<file path="src/rtl/sdpram_bw_pipe.sv">
// Simple dual-port RAM (write port A, read port B) with per-byte write enables,
// a configurable read pipeline, read-valid strobe and out-of-range protection.
module sdpram_bw_pipe #(
    parameter int DATA_W        = 32,
    parameter int BYTE_W        = 8,
    parameter int ADDR_W        = 6,
    parameter int DEPTH         = 64,
    parameter int READ_LATENCY  = 2,
    parameter int COLLISION_FWD = 1
) (
    input  logic                       clk,
    input  logic                       rst,
    input  logic                       ena,
    input  logic [DATA_W/BYTE_W-1:0]   wea,
    input  logic [ADDR_W-1:0]          addra,
    input  logic [DATA_W-1:0]          dina,
    input  logic                       enb,
    input  logic [ADDR_W-1:0]          addrb,
    output logic [DATA_W-1:0]          doutb,
    output logic                       doutb_valid
);

    localparam int NB    = DATA_W / BYTE_W;
    localparam int IDX_W = (DEPTH > 1) ? $clog2(DEPTH) : 1;
    localparam logic [ADDR_W:0] DEPTH_C = (ADDR_W + 1)'(DEPTH);

    generate
        if (DATA_W % BYTE_W != 0) begin : g_bad_width
            $error("sdpram_bw_pipe: DATA_W must be a multiple of BYTE_W");
        end
        if (READ_LATENCY < 1 || READ_LATENCY > 4) begin : g_bad_latency
            $error("sdpram_bw_pipe: READ_LATENCY must be in 1..4");
        end
        if (DEPTH < 2 || DEPTH > (1 << ADDR_W)) begin : g_bad_depth
            $error("sdpram_bw_pipe: DEPTH must be in 2..2**ADDR_W");
        end
    endgenerate

    logic [DATA_W-1:0] mem [DEPTH];

    logic              wr_in_range;
    logic              rd_in_range;
    logic [IDX_W-1:0]  wr_idx;
    logic [IDX_W-1:0]  rd_idx;
    logic [DATA_W-1:0] rd_word;

    assign wr_in_range = ({1'b0, addra} < DEPTH_C);
    assign rd_in_range = ({1'b0, addrb} < DEPTH_C);
    assign wr_idx      = addra[IDX_W-1:0];
    assign rd_idx      = addrb[IDX_W-1:0];

    // Memory array is deliberately not reset so it maps onto RAM resources.
    always_ff @(posedge clk) begin
        if (ena && wr_in_range) begin
            for (int i = 0; i < NB; i++) begin
                if (wea[i]) begin
                    mem[wr_idx][i*BYTE_W +: BYTE_W] <= dina[i*BYTE_W +: BYTE_W];
                end
            end
        end
    end

    // The array read sees pre-edge contents; forwarding overlays the lanes
    // being written on the same edge when new-data collision mode is chosen.
    always_comb begin
        rd_word = '0;
        if (rd_in_range) begin
            rd_word = mem[rd_idx];
            if (COLLISION_FWD != 0 && ena && (addra == addrb)) begin
                for (int i = 0; i < NB; i++) begin
                    if (wea[i]) begin
                        rd_word[i*BYTE_W +: BYTE_W] = dina[i*BYTE_W +: BYTE_W];
                    end
                end
            end
        end
    end

    logic [DATA_W-1:0]       pipe_d [READ_LATENCY];
    logic [READ_LATENCY-1:0] pipe_v;

    // Data stages load only behind a valid entry, so the last stage holds
    // its value through gaps and only the valid bit drops.
    always_ff @(posedge clk or posedge rst) begin
        if (rst) begin
            pipe_v <= '0;
            for (int k = 0; k < READ_LATENCY; k++) begin
                pipe_d[k] <= '0;
            end
        end else begin
            pipe_v[0] <= enb;
            if (enb) begin
                pipe_d[0] <= rd_word;
            end
            for (int k = 1; k < READ_LATENCY; k++) begin
                pipe_v[k] <= pipe_v[k-1];
                if (pipe_v[k-1]) begin
                    pipe_d[k] <= pipe_d[k-1];
                end
            end
        end
    end

    assign doutb       = pipe_d[READ_LATENCY-1];
    assign doutb_valid = pipe_v[READ_LATENCY-1];

endmodule

</file>
<file path="config.mk">
export PLATFORM = sky130hd
export DESIGN_NAME = sdpram_bw_pipe
export DESIGN_NICKNAME = d
export VERILOG_FILES = /design/src/rtl/sdpram_bw_pipe.sv
export SDC_FILE = /design/constraint.sdc
export NUM_CORES = 2
export LEC_CHECK = 0
export CAP_MARGIN = 20
export CORE_MARGIN = 2
export CORE_UTILIZATION = 65
export DETAILED_ROUTE_END_ITERATION = 7
export HOLD_SLACK_MARGIN = 0.15
export PLACE_DENSITY = 0.82
export SLEW_MARGIN = 20
export SYNTH_ARGS = -nofsm -noshare
export SYNTH_HDL_FRONTEND = slang
export SYNTH_SLANG_ARGS = --single-unit
</file>
<file path="constraint.sdc">
create_clock -name clk -period 3.95 [get_ports clk]
set_input_delay 1.185 -clock clk [delete_from_list [all_inputs] [get_ports clk]]
set_output_delay 1.185 -clock clk [all_outputs]
set_load 0.1 [all_outputs]
</file>
==> metrics.md <==
| Metric | Value |
|---|---|
| CTS tree | `built` |
| All-Layer GR Usage | `36.9%` |
| Crit path required time | `roughly 4600 ps` |
| Wire per inst | `38.1 um` |
| Drt via density | `7.31` |
| Area of the multi-input gates | `17400 sq um` |
| Via count | `45300` |
| H-tree depth | `4` |
| Most area-consuming cells after synthesis | `edfxtp_1 (75%), mux4_2 (13%), dfrtp_1 (2.0%)` |
| Startpoint type of the worst setup path | `input pin` |
| R2R depth | `5` |
| Synth Flop Type | `edfxtp_1` |
| Period utilization | `between 90% and 100%` |
| Clk sinks | `between 2000 and 2500` |
| Num CTS Buffers | `~200` |
| Slew @ Worst Pin | `1230 ps` |
| Dpl ws | `-124 ps` |
| Rel. slew slack | `18.3%` |
| Die Area | `between 100000 and 150000 sq um` |
| CP arrival | `4290 ps` |
| Critical path class | `input pin to flip-flop` |
| Layout Nets | `~4400` |
| Final global-route overflow total | `0` |
| RR Startpoint | `mem[15][23]` |
| Fmax | `approximately 280 MHz` |
| Setup_tns | `0 ps` |
| Largest net degree at the start of global routing | `68` |
| Share of cells above drive strength 1 | `29.4%` |
| Min-delay src | `doutb[22]` |
| Vias in the first global route | `45100` |
| Die Wd | `359 um` |
| HP Class | `flip-flop to flip-flop` |
| Placer Congestion | `0.907` |
| Antenna Nets Post-Route | `0` |
| First-pass GRT wire length | `333 mm` |
| Minimum clock period | `3620 ps` |
| Final worst slack | `326 ps` |
| Synth Warn # | `0` |
| EDFF count, synth | `roughly 2000` |
| Area share of the largest cell type after synthesis | `75.0%` |
| Syn Nets | `3943` |
| Rows | `130` |
| Yosys top cell by area | `edfxtp_1` |
| Worst-path fanout max | `9` |
| Die height | `359 um` |
| FILL cells | `approximately 6300` |
| Post-synthesis register bit count | `roughly 2100` |
| Status | `finished clean` |
| Lkg Pwr | `30.4 nW` |
| Final Max Slew Viols | `0` |
| Initial DRC count | `~8700` |
| Hold path endpoint | `doutb[22]` |
| Clk root buf | `clkbuf_16` |
| Hold_buf cts | `0` |
| Cell count after synthesis | `~3900` |
| Synth cell types | `around 50` |
| Hold slack | `518 ps` |
| Clock Pin Slew Worst Setup and Hold Paths | `60 ps` |
| Pre-Repair DR Iteration Count | `8` |
| Synth top cells by count | `edfxtp_1 (2048), mux4_2 (467), nor2_1 (282)` |
| P per Cell Area | `between 400 and 500 nW/um^2` |
| Most frequent cell after synthesis | `edfxtp_1` |
| Mapped Area | `82000 sq um` |
| Worst flop-to-flop path endpoint | `pipe_d[55]` |
| HPWL after DPL | `141 mm` |
| Post-synth ARST share | `3.12%` |
| Initial Util | `65.4%` |
| Total of max-cap violations | `0` |
| # setup viols final | `0` |
| Crit. End Element | `flip-flop` |
| R2R Setup Slk | `1620 ps` |
| Hold path cells | `1` |
| Syn avg cell area | `21.1 sq um` |
| Core area | `125000 sq um` |
| Clk_skew | `40.1 ps` |
| Drt drc | `0` |
| Worst-Skew Late Latency | `850 ps` |
| Reg area | `63200 sq um` |
| IO buf count | `84` |
| # IOs | `85` |
| Initial antenna violation count | `22` |
| PostCTS Resize Cnt | `0` |
| Area Overhead vs Synth | `14.2%` |
| RSZ-0062 raised after global routing | `no` |
| Sequential area share after synthesis | `77.1%` |
| Post-CTS Setup Inserts | `0` |
| Max VDD drop | `0.000496 V` |
| Clock buffer depth | `3` |
| Hold Vio Cnt, Final | `0` |
| WL final | `236 mm` |
power breakdown:
part / total (mW) / internal, mW / switching, mW
Combinational: 3.09 / 1.01 / 2.08
Clock: 18.7 / 10.4 / 8.27
Sequential: 25.0 / 24.8 / 0.209
layer usage:
layer / GRT usage (%) / routed length [um] / vias up
li1: - / - / 17100
met1: 47.7 / 74600 / 22800
met2: 56.3 / 110000 / 4426
met3: 12.3 / 35800 / 891
met4: 20.0 / 15000 / 30
met5: 0.592 / 299 / -
kinds of logic after synthesis:
logic type,Yosys count,synth area share [%]
flip-flops,2114,77.1
AND/OR/NAND/NOR,467,2.46
XOR/XNOR,6,0.0641
buffers and inverters,274,1.79
multiplexers,629,15.3
AO/OA/AOI/OAI,401,3.35
per-stage QoR:
stage	utilization [%]	std cells	instance area [sq um]	power, mW
CTS	74.5	6178	93500	46.7
floorplan	-	3891	82000	27.2
global placement	69.5	5815	87200	28.3
global route	74.6	6182	93500	47.7
detailed placement	69.5	5815	87200	28.4
finish	74.6	6194	93600	46.8
flip-flops by register name, indices dropped and copies added, names as in the netlist:
name	cells
mem	2048
pipe_v	2
doutb	32
pipe_d	32
layout make-up:
type	instances	area share, %
Clock inverter	98	0.964
Tap cell	1650	2.21
Antenna cell	14	0.0374
Inverter	4	0.0174
Timing Repair Buffer	546	4.97
Sequential cell	2114	67.5
Multi-Input combinational cell	1503	18.6
Clock buffer	265	5.73
critical path: stages:
cell and delay (ps):
clkdlybuf4s50_1 830, xnor2_1 180, nand3_1 750, buf_4 440, or3_1 400, nand2_1 290
o21ai_0 200
worst max-delay path by stage:
stage	cells after the start	slack, ps	end	from
after detailed placement	7	-120	pipe_d[35]	addra[0]
after CTS	1	410	doutb_valid	pipe_v[1]
after global routing	1	420	doutb_valid	pipe_v[1]
after global placement	7	-60	pipe_d[39]	addra[0]
after floorplan	9	800	pipe_d[49]	addrb[0]
final	7	330	pipe_d[38]	addra[0]
cell usage in the layout (no fill, tap or decap), types with 50 or more instances in the layout:
| master | n |
|---|---|
| mux2i_1 | 92 |
| buf_4 | 472 |
| edfxtp_1 | 2048 |
| a21oi_1 | 97 |
| a22oi_1 | 195 |
| mux4_2 | 467 |
| nand2_1 | 80 |
| nor2_1 | 280 |
| clkbuf_16 | 202 |
| mux2_2 | 50 |
| clkbuf_1 | 56 |
| dfrtp_1 | 65 |
No activity file was read; power rests on OpenSTA's default activity.
